<file path="config.mk">
export PLATFORM = sky130hd
export DESIGN_NAME = pwm_multi_gen
export DESIGN_NICKNAME = d
export VERILOG_FILES = /design/src/rtl/pwm_multi_gen.sv
export SDC_FILE = /design/constraint.sdc
export NUM_CORES = 1
export LEC_CHECK = 0
export BUFFER_PORTS_ARGS = -buffer_cell sky130_fd_sc_hd__buf_2
export CORE_ASPECT_RATIO = 1.5
export CORE_UTILIZATION = 56
export DETAILED_ROUTE_END_ITERATION = 8
export PLACE_DENSITY_LB_ADDON = 0.1
export SLEW_MARGIN = 40
export SYNTH_ARGS = -nofsm -noshare
export SYNTH_HDL_FRONTEND = slang
export SYNTH_SLANG_ARGS = --single-unit
</file>
<file path="constraint.sdc">
create_clock -name clk -period 2.8 [get_ports clk]
set_input_delay 0.42 -clock clk [delete_from_list [all_inputs] [get_ports clk]]
set_output_delay 0.42 -clock clk [all_outputs]
set_load 0.03 [all_outputs]
</file>
<file path="src/rtl/pwm_multi_gen.sv">
// Multi-channel PWM generator with double-buffered period/compare registers.
// Define PWM_CENTER_ALIGN_EN for up/down (center-aligned) counting; default is edge-aligned.
module pwm_multi_gen #(
    parameter int unsigned CW  = 12,
    parameter int unsigned NCH = 4
) (
    input  logic           clk,
    input  logic           rst_n,
    input  logic           wr_en,
    input  logic [2:0]     addr,
    input  logic [CW-1:0]  wdata,
    output logic [NCH-1:0] pwm_out,
    output logic           period_end
);

    logic [CW-1:0]  period_sh;
    logic [CW-1:0]  period_act;
    logic [CW-1:0]  cmp_sh  [NCH];
    logic [CW-1:0]  cmp_act [NCH];
    logic [CW-1:0]  cnt;
    logic [CW-1:0]  cnt_nxt;
    logic [NCH-1:0] pwm_nxt;
    logic           idle;
    logic           wrap;
    logic           loaded;

`ifdef PWM_CENTER_ALIGN_EN
    logic           dir_up;
    logic           dir_up_nxt;
`endif

    // Counter sequencing and per-channel compare
    always_comb begin
        idle    = (period_act == '0);
        cnt_nxt = cnt;
        wrap    = 1'b0;
        pwm_nxt = '0;
`ifdef PWM_CENTER_ALIGN_EN
        dir_up_nxt = dir_up;
        if (idle) begin
            cnt_nxt    = '0;
            dir_up_nxt = 1'b1;
        end else if (dir_up) begin
            // Top value is held for two cycles: last up step, first down step
            if (cnt == period_act - CW'(1)) begin
                dir_up_nxt = 1'b0;
            end else begin
                cnt_nxt = cnt + CW'(1);
            end
        end else begin
            if (cnt == '0) begin
                dir_up_nxt = 1'b1;
                wrap       = 1'b1;
            end else begin
                cnt_nxt = cnt - CW'(1);
            end
        end
`else
        if (idle) begin
            cnt_nxt = '0;
        end else if (cnt == period_act - CW'(1)) begin
            cnt_nxt = '0;
            wrap    = 1'b1;
        end else begin
            cnt_nxt = cnt + CW'(1);
        end
`endif
        for (int i = 0; i < int'(NCH); i++) begin
            pwm_nxt[i] = !idle && (cnt < cmp_act[i]);
        end
    end

    // Shadow writes, boundary loads, counter and registered outputs
    always_ff @(posedge clk or negedge rst_n) begin
        if (!rst_n) begin
            period_sh  <= '0;
            period_act <= '0;
            for (int i = 0; i < int'(NCH); i++) begin
                cmp_sh[i]  <= '0;
                cmp_act[i] <= '0;
            end
            cnt        <= '0;
            pwm_out    <= '0;
            loaded     <= 1'b0;
            period_end <= 1'b0;
`ifdef PWM_CENTER_ALIGN_EN
            dir_up     <= 1'b1;
`endif
        end else begin
            if (wr_en) begin
                if (addr == 3'd0) begin
                    period_sh <= wdata;
                end
                for (int i = 0; i < int'(NCH); i++) begin
                    if (addr == 3'(i + 1)) begin
                        cmp_sh[i] <= wdata;
                    end
                end
            end
            // Active set only changes at a boundary, so a coincident write lands one period later
            if (idle || wrap) begin
                period_act <= period_sh;
                for (int i = 0; i < int'(NCH); i++) begin
                    cmp_act[i] <= cmp_sh[i];
                end
            end
            cnt        <= cnt_nxt;
            pwm_out    <= pwm_nxt;
            loaded     <= wrap;
            period_end <= loaded && !idle;
`ifdef PWM_CENTER_ALIGN_EN
            dir_up     <= dir_up_nxt;
`endif
        end
    end

endmodule

</file>
==> flow_summary_export.csv, run 1 <==
group,metric,value,unit
timing,setup-violations-final,0,
critical_path,cp-start-kind,"flop",
yosys,synth-edff-count,0,
critical_path,critPathKind,"reg2reg",
cts,root_buffer,"clkbuf_16",
critical_path,rr_startpoint,"period_act[0]",
critical_path,worst_path_most_repeated_cell,"buf_4",
cts,cts.repair.resized,0,
detailed_routing,met1_length,6.27,mm
power_and_ir_drop,ir_drop,507,µV
layout,fin_area,7840,µm²
critical_path,slowest_delay,450,ps
detailed_routing,top_layer,"met4",
yosys,synth.distinct_cells,41,
cts,htree_levels,4,
cts,cts_tree,"built",
yosys,synth-seq-cells,138,
timing,slew_violations,0,
critical_path,crit_arrival,2910,ps
timing,finalHoldViolCount,0,
timing,max_freq,0.383,GHz
place,port_buffers,22,
global_routing,antenna_found_initial,0,
die,start_util,0.574,
global_routing,grt_overflow_total,0,
detailed_routing,num_vias,4133,
layout,nets,646,
detailed_routing,wirelength,14.2,mm
yosys,synthArstFlopShare,1.00,
timing,setup_slack,190,ps
critical_path,r2r_cells,11,
timing,tightest_slew,530,ps
yosys,syn_inst,540,
critical_path,end_kind,"flop",
layout,final_common_cell,"dfrtp_1",
timing,tns,0,ps
die,fp.dieH,138,µm
yosys,syn_nets,604,
hold_path,hp-start,"wdata[11]",
hold_path,hold_depth,3,
global_routing,grt_max_degree,89,
status,status,"complete, no violations",
die,rows,49,
detailed_routing,first_pass_iters,4,
hold_path,hp-class,"in2reg",
timing,period_share,0.932,
place,hpwl,9.88,mm
cts,clock_latency,420,ps
power_and_ir_drop,powerDensity,616,nW/µm²
layout,fin_util,0.652,
cts,post-cts-setup-buffers,0,
detailed_routing,routed-wl-met2,7.14,mm
layout,drive_above_1_share,0.299,
yosys,ys_seq_area_frac,0.501,
global_routing,grt_pass1_vias,4400,
yosys,netlist_area,6900,µm²
hold_path,hold_end,"period_sh[11]",
flow_run,max_cap_violations,0,
critical_path,reg2reg_slack,190,ps
die,die_x,92.6,µm
yosys,ys.flop_type,"dfrtp_1",
timing,slew_headroom,0.644,
cts,cts_inserted_buffers,17,
layout,syn2layout_area_growth,13.6,%
detailed_routing,wire_per_inst,19.0,µm
layout,antenna_cells,0,
detailed_routing,wl_met3,340,µm
detailed_routing,drt_iter0_markers,172,
layout,final_cell_mix,"138 x dfrtp_1, 57 x inv_1, 54 x mux2_2, 50 x mux2_4, 46 x ha_1",
timing,min_period,2610,ps
timing,fin_skew,11.6,ps
timing,rsz0062_at_grt,"false",
yosys,yosys_warnings,0,
critical_path,critPathSlowestCell,"dfrtp_1",
critical_path,required,3100,ps
power_and_ir_drop,leakagePower,3.73,nW
die,core-area,12000,µm²
detailed_routing,drc,0,
detailed_routing,antenna_left,0,
place,globalplace.congestion,0.816,
die,io_pins,23,
critical_path,crit_chain,"inv_1, ha_1, nor3b_1, buf_4, nand2_1, xnor2_1, nor4_1, buf_4, a31oi_4, buf_12, mux2_4",
critical_path,critPathMaxFanout,53,
cts,clkTransAtPathRegs,60,ps
die,die_area,12800,µm²
global_routing,grt_pass1_wl,23.4,mm
cts,cts.sinks,138,
yosys,syn-mean-instance-area,12.8,µm²
place,post_dp_cell_area,7260,µm²
global_routing,grtUsageTotal,0.248,
critical_path,r2r-end,"cmp_act[21]",
detailed_routing,vias_per_cell,5.53,
cts,clockBufferDepth,2,
place,place_ws,208,ps
==> worst max-delay path, delay by kind of cell (launching register included) <==
kind,cells,cell delay (ps)
adders and majority gates,1,190
buffers and inverters,4,740
and+or+nand+nor,3,340
xor gates and xnor gates,1,160
AOI/OAI and AO/OA,1,220
DFF,1,450
muxes,1,340
==> power by group <==
group	internal (mW)	switching, mW	total, mW
registers	2.20	0.103	2.31
logic	0.205	0.177	0.382
clock network	1.27	0.868	2.14
total	3.68	1.15	4.83
==> layer usage <==
metal | global-route usage | vias to the layer above
met5 | 0 | -
met1 | 0.311 | 2080
li1 | - | 1962
met3 | 0.0417 | 28
met2 | 0.419 | 63
met4 | 0.118 | 0
==> layout make-up <==
cell class / count / area [µm²]
clock buffer: 19 / 453
clock inverter: 13 / 118
fill: 951 / 4180
inverter: 57 / 214
multi-input combinational: 330 / 3140
sequential: 138 / 3450
tap: 153 / 191
timing repair buffer: 38 / 264
==> state kept, by name (all words and copies together) (netlist names) <==
register,cells
period_act,12
period_end,1
cmp_act,48
loaded,1
cmp_sh,48
pwm_out,4
period_sh,12
cnt,12
==> stage by stage <==
stage                     hold WS, ps  power, mW  std cells
after floorplan                   124       2.57        540
after global placement            241       2.70        715
after detailed placement          241       2.73        715
after CTS                         289       4.88        748
after global routing              302       5.03        748
final                             293       4.83        748
==> synth_stat cells, types with 4 or more instances <==
cell type | n | share of area
a211oi_1 | 4 | 0.0044
a21o_1 | 9 | 0.0098
a21oi_1 | 12 | 0.0087
a41oi_1 | 4 | 0.0051
and2_1 | 12 | 0.011
and3_1 | 4 | 0.0036
buf_6 | 5 | 0.0082
clkbuf_1 | 7 | 0.0038
dfrtp_1 | 138 | 0.50
ha_1 | 46 | 0.083
inv_1 | 57 | 0.031
mux2_2 | 54 | 0.088
mux2_4 | 50 | 0.11
nand2_1 | 18 | 0.0098
nand2b_1 | 8 | 0.0073
nand3_1 | 7 | 0.0051
nand4_1 | 9 | 0.0082
nor2_1 | 5 | 0.0027
nor2b_1 | 7 | 0.0064
nor3_1 | 5 | 0.0036
o211ai_1 | 4 | 0.0044
o21ai_0 | 16 | 0.012
o22ai_1 | 4 | 0.0036
o2bb2ai_1 | 5 | 0.0064
xnor2_1 | 16 | 0.020
xor2_1 | 14 | 0.018
==> kinds of logic (layout without fill, tap and decap cells) <==
group	after synthesis	after routing	synth area share
flip-flops	138	138	0.501
multiplexers	104	104	0.197
adder cells (fa/ha/maj)	46	46	0.0835
AO/OA/AOI/OAI	62	62	0.0615
AND/OR/NAND/NOR	88	88	0.0742
buffers and inverters	72	127	0.0448
XOR/XNOR	30	30	0.0381
==> repair_timing <==
action	CTS	global route
setup endpoints to repair	0	0
hold endpoints to repair	11	0
hold buffers	1	0
==> worst max-delay path by stage <==
stage | startpoint | end | slack [ps] | cells after the start
after CTS | period_act[4] | cmp_act[21] | 200 | 7
final | period_act[0] | cmp_act[21] | 190 | 11
after detailed placement | period_act[0] | cmp_act[21] | 210 | 11
after global routing | period_act[0] | cmp_act[21] | 50 | 11
after floorplan | period_act[0] | cmp_act[0] | 5 | 9
after global placement | period_act[0] | cmp_act[27] | 260 | 11
(Power assumes the default switching activity.)
==> inputs of run 2 (changes only) <==
- GPL_TIMING_DRIVEN: default -> 0
==> flow_summary_export.csv, run 2 (synthesis results as in run 1) <==
group,metric,value,unit
timing,tns,0,ps
detailed_routing,drt_iter0_markers,134,
place,port_buffers,22,
critical_path,end_kind,"flop",
critical_path,worst_path_most_repeated_cell,"a31oi_4",
power_and_ir_drop,switchingPower,1.10,mW
detailed_routing,vias_per_cell,5.55,
global_routing,grtUsageTotal,0.238,
layout,nets,653,
critical_path,cp-start-kind,"flop",
timing,slew_headroom,0.490,
die,die_area,12800,µm²
place,hpwl,9.87,mm
power_and_ir_drop,powerDensity,589,nW/µm²
die,die_x,92.6,µm
layout,top_regs,"cmp_act (48), cmp_sh (48)",
status,status,"complete, no violations",
cts,cts_inserted_buffers,17,
critical_path,reg2reg_slack,70,ps
layout,final_cell_mix,"137 x dfrtp_1, 57 x inv_1, 54 x mux2_2, 50 x mux2_4, 46 x ha_1",
power_and_ir_drop,swShare,0.237,
critical_path,critPathSlowestCell,"or4b_1",
detailed_routing,num_vias,4178,
cts,cts_tree,"built",
detailed_routing,antenna_left,0,
critical_path,critPathMaxFanout,10,
cts,clkTransAtPathRegs,60,ps
power_and_ir_drop,p_clk_frac,0.422,
power_and_ir_drop,leakagePower,3.73,nW
timing,period_share,0.973,
layout,fill_cells,975,
die,fp.dieH,138,µm
critical_path,required,3090,ps
global_routing,grt_max_degree,78,
detailed_routing,wirelength,13.7,mm
timing,tightest_slew,764,ps
timing,max_freq,0.367,GHz
cts,clockBufferDepth,2,
power_and_ir_drop,ir_drop,433,µV
global_routing,grt_pass1_wl,22.5,mm
hold_path,hp-class,"in2reg",
cts,clock_latency,410,ps
critical_path,critPathKind,"reg2reg",
power_and_ir_drop,seqPwrFrac,0.497,
global_routing,grt_overflow_total,0,
layout,drive_above_1_share,0.300,
global_routing,grt_pass1_vias,4395,
detailed_routing,wire_per_inst,18.2,µm
layout,syn2layout_area_growth,14.4,%
cts,htree_levels,4,
timing,finalHoldViolCount,0,
layout,multiInputGateArea,3200,µm²
die,rows,49,
critical_path,crit_chain,"nor4_4, nand2_1, or4b_1, a31oi_4, a31oi_4, buf_12, buf_6, mux2_4",
cts,root_buffer,"clkbuf_16",
timing,setup-violations-final,0,
critical_path,slowest_delay,560,ps
global_routing,antenna_found_initial,0,
layout,antenna_cells,0,
die,start_util,0.574,
layout,final_common_cell,"dfrtp_1",
timing,min_period,2730,ps
timing,slew_violations,0,
die,core-area,12000,µm²
place,globalplace.congestion,0.809,
timing,fin_skew,5.30,ps
die,io_pins,23,
power_and_ir_drop,power,4.65,mW
detailed_routing,first_pass_iters,4,
power_and_ir_drop,internal_power,3.55,mW
flow_run,max_cap_violations,0,
cts,cts.sinks,138,
detailed_routing,drc,0,
power_and_ir_drop,comb_power_share,0.081,
critical_path,crit_arrival,3020,ps
layout,regArea,3450,µm²
==> run 2: cell types whose count changed in the layout (fill, tap and decap cells not counted), sizes merged <==
cell    before  now
inv         59   57
bufinv       1    0
a31oi        2    3
clkinv       5    7
clkbuf      19   24
==> run 2: per-stage QoR <==
stage | hold slack, ps | cells | instance area [µm²] | util | worst slack (ps)
2_1_floorplan | 124 | 540 | 6900 | - | 4.89
3_3_place_gp | 439 | 715 | 7200 | 0.599 | -511
3_5_place_dp | 434 | 716 | 7230 | 0.602 | -592
4_1_cts | 297 | 749 | 7810 | 0.650 | 15.5
5_1_grt | 322 | 753 | 7890 | 0.657 | -5.37
6_report | 308 | 753 | 7890 | 0.657 | 74.9
==> run 2: layout make-up <==
cell class | instances | share of cell area
buffer | 14 | 0.0122
clock buffer | 18 | 0.0557
clock inverter | 12 | 0.0101
inverter | 57 | 0.0271
multi-input combinational | 331 | 0.405
sequential | 138 | 0.438
tap | 153 | 0.0243
timing repair buffer | 30 | 0.0273
==> run 2: worst max-delay path: cells and delay by family, from the launching register on <==
family                 cells  cell delay, ps
AND/OR/NAND/NOR            3            1090
flip-flops                 1             440
AO/OA/AOI/OAI              2             440
buffers and inverters      2             320
multiplexers               1             310
==> run 2: path summary, 6_finish.rpt <==
path,startpoint,end,depth (start not counted)
setup / recovery,period_act[1],cmp_act[21],8
hold / removal,wdata[5],period_sh[5],3
setup reg to reg,period_act[1],cmp_act[21],8
hold reg to reg,loaded,period_end,1
max in group asynchronous,rst_n,cmp_sh[14],3
min in group asynchronous,rst_n,period_act[9],2
==> run 2: what timing repair did <==
action	CTS	global route
resized for setup	4	8
endpoints found under the setup margin	73	70
cloned	0	1
hold buffers	1	0
hold endpoints to repair	6	0
pin swaps	1	2
buffers inserted	3	3
==> run 2: power by group through the flow <==
stage	Combinational, mW	Sequential, mW	Clock, mW
floorplan	0.246	2.32	0
global placement	0.357	2.33	0
detailed placement	0.376	2.35	0
CTS	0.384	2.31	2.00
global route	0.419	2.34	2.08
finish	0.377	2.31	1.96
==> run 2: layer usage <==
metal | global-route usage | wire length (µm) | up-vias | share of wire
li1 | - | - | 1978 | -
met1 | 0.288 | 5930 | 2136 | 0.43
met2 | 0.420 | 7290 | 44 | 0.53
met3 | 0.0477 | 259 | 20 | 0.019
met4 | 0.0868 | 224 | 0 | 0.016
met5 | 0 | 0 | - | 0
==> inputs of run 3 (changes only) <==
- CORE_UTILIZATION: 56 -> 35
==> flow_summary_export.csv, run 3 (synthesis results as in run 1) <==
group,metric,value,unit
status,status,"complete, no violations",
cts,clock_latency,420,ps
cts,cts_tree,"built",
layout,top_regs,"cmp_act (48), cmp_sh (48)",
detailed_routing,first_pass_iters,6,
power_and_ir_drop,seqPwrFrac,0.460,
critical_path,critPathMaxFanout,10,
place,place_ws,-730,ps
critical_path,reg2reg_slack,110,ps
place,post_dp_cell_area,7360,µm²
layout,fin_area,8090,µm²
critical_path,slowest_delay,530,ps
power_and_ir_drop,p_clk_frac,0.463,
timing,tightest_slew,807,ps
detailed_routing,vias_per_cell,4.79,
cts,cts_inserted_buffers,17,
global_routing,grtUsageTotal,0.164,
cts,cts.sinks,138,
critical_path,critPathKind,"reg2reg",
die,io_pins,23,
critical_path,critPathBufInv,2,
timing,setup-violations-final,0,
die,fp.dieH,174,µm
timing,slew_violations,0,
power_and_ir_drop,powerDensity,618,nW/µm²
global_routing,grt_pass1_wl,24.5,mm
layout,final_cell_mix,"137 x dfrtp_1, 57 x inv_1, 54 x mux2_2, 50 x mux2_4, 46 x ha_1",
power_and_ir_drop,leakagePower,3.76,nW
timing,max_freq,0.372,GHz
power_and_ir_drop,switchingPower,1.16,mW
timing,finalHoldViolCount,0,
detailed_routing,drt_iter0_markers,128,
power_and_ir_drop,swShare,0.232,
timing,slew_headroom,0.462,
critical_path,critPathSlowestCell,"or4b_1",
die,rows,62,
critical_path,required,3090,ps
timing,min_period,2690,ps
detailed_routing,drc,0,
critical_path,cp-start-kind,"flop",
detailed_routing,antenna_left,0,
cts,root_buffer,"clkbuf_16",
die,die_area,20300,µm²
layout,drive_above_1_share,0.297,
power_and_ir_drop,internal_power,3.84,mW
critical_path,crit_arrival,2980,ps
flow_run,max_cap_violations,0,
die,die_x,117,µm
power_and_ir_drop,power,5.00,mW
layout,antenna_cells,0,
cts,htree_levels,4,
timing,rsz0062_at_grt,"false",
layout,nets,653,
timing,tns,0,ps
global_routing,antenna_found_initial,0,
detailed_routing,num_vias,4111,
timing,period_share,0.961,
timing,fin_skew,9.80,ps
place,hpwl,10.9,mm
cts,clockBufferDepth,2,
critical_path,end_kind,"flop",
critical_path,cp_top_family,"simple AND/OR/NAND/NOR gates",
power_and_ir_drop,ir_drop,333,µV
critical_path,worst_path_most_repeated_cell,"a31oi_4",
global_routing,grt_max_degree,75,
cts,clkTransAtPathRegs,60,ps
place,globalplace.congestion,0.773,
die,core-area,19200,µm²
global_routing,grt_pass1_vias,4534,
hold_path,hp-class,"in2reg",
die,start_util,0.358,
layout,fin_util,0.420,
layout,syn2layout_area_growth,17.3,%
place,port_buffers,22,
detailed_routing,wire_per_inst,17.4,µm
layout,final_common_cell,"dfrtp_1",
timing,setup_slack,110,ps
power_and_ir_drop,comb_power_share,0.077,
detailed_routing,wirelength,14.9,mm
global_routing,grt_overflow_total,0,
critical_path,crit_chain,"nor4_4, nand2_1, or4b_1, a31oi_4, a31oi_4, buf_12, buf_6, mux2_4",
[run 3: worst register-to-register path, stage by stage, from the launching register on]
cell and delay [ps]:
dfrtp_1 500, nor4_4 380, nand2_1 120, or4b_1 530, a31oi_4 270, a31oi_4 120
buf_12 170, buf_6 170, mux2_4 310
[run 3: cell type report]
class / count / area [µm²]
Inverter: 57 / 214
Clock inverter: 13 / 168
Tap cell: 256 / 320
Clock buffer: 19 / 443
Multi-Input combinational cell: 330 / 3170
Fill cell: 1873 / 11200
Sequential cell: 138 / 3450
Timing Repair Buffer: 30 / 215
Buffer: 15 / 97.6
[run 3: power groups by stage]
stage / combinational [mW] / sequential (mW) / clock (mW)
after floorplan: 0.246 / 2.32 / 0
after global placement: 0.366 / 2.33 / 0
after detailed placement: 0.386 / 2.34 / 0
after CTS: 0.393 / 2.30 / 2.37
after global routing: 0.432 / 2.33 / 2.46
final: 0.385 / 2.30 / 2.31
[run 3: timing repair]
| action | in CTS | in global routing |
|---|---|---|
| buffers inserted | 4 | 2 |
| gates cloned | 0 | 0 |
| gates resized for setup | 4 | 7 |
| hold endpoints to repair | 64 | 0 |
| hold buffers | 1 | 0 |
| endpoints found under the setup margin | 73 | 71 |
| pin swaps | 3 | 2 |
[run 3: stage by stage]
step / cells / hold WS [ps]
floorplan: 540 / 124
global placement: 818 / 443
detailed placement: 819 / 405
CTS: 856 / 284
global route: 858 / 308
finish: 858 / 311
[run 3: path summary, 6_finish.rpt]
check,from,cells past startpoint,endpoint
max,period_act[2],8,cmp_act[46]
min,wdata[9],3,period_sh[9]
max reg2reg,period_act[2],8,cmp_act[46]
min reg2reg,loaded,1,period_end
max in group asynchronous,rst_n,3,period_act[0]
min in group asynchronous,rst_n,2,period_act[10]
[run 3: routing by layer]
| layer | up-vias | part of all wire | track usage |
|---|---|---|---|
| met1 | 2084 | 0.44 | 0.198 |
| met3 | 19 | 0.015 | 0.0303 |
| li1 | 1979 | - | - |
| met4 | 0 | 0.020 | 0.0580 |
| met2 | 29 | 0.53 | 0.288 |
| met5 | - | 0 | 0 |
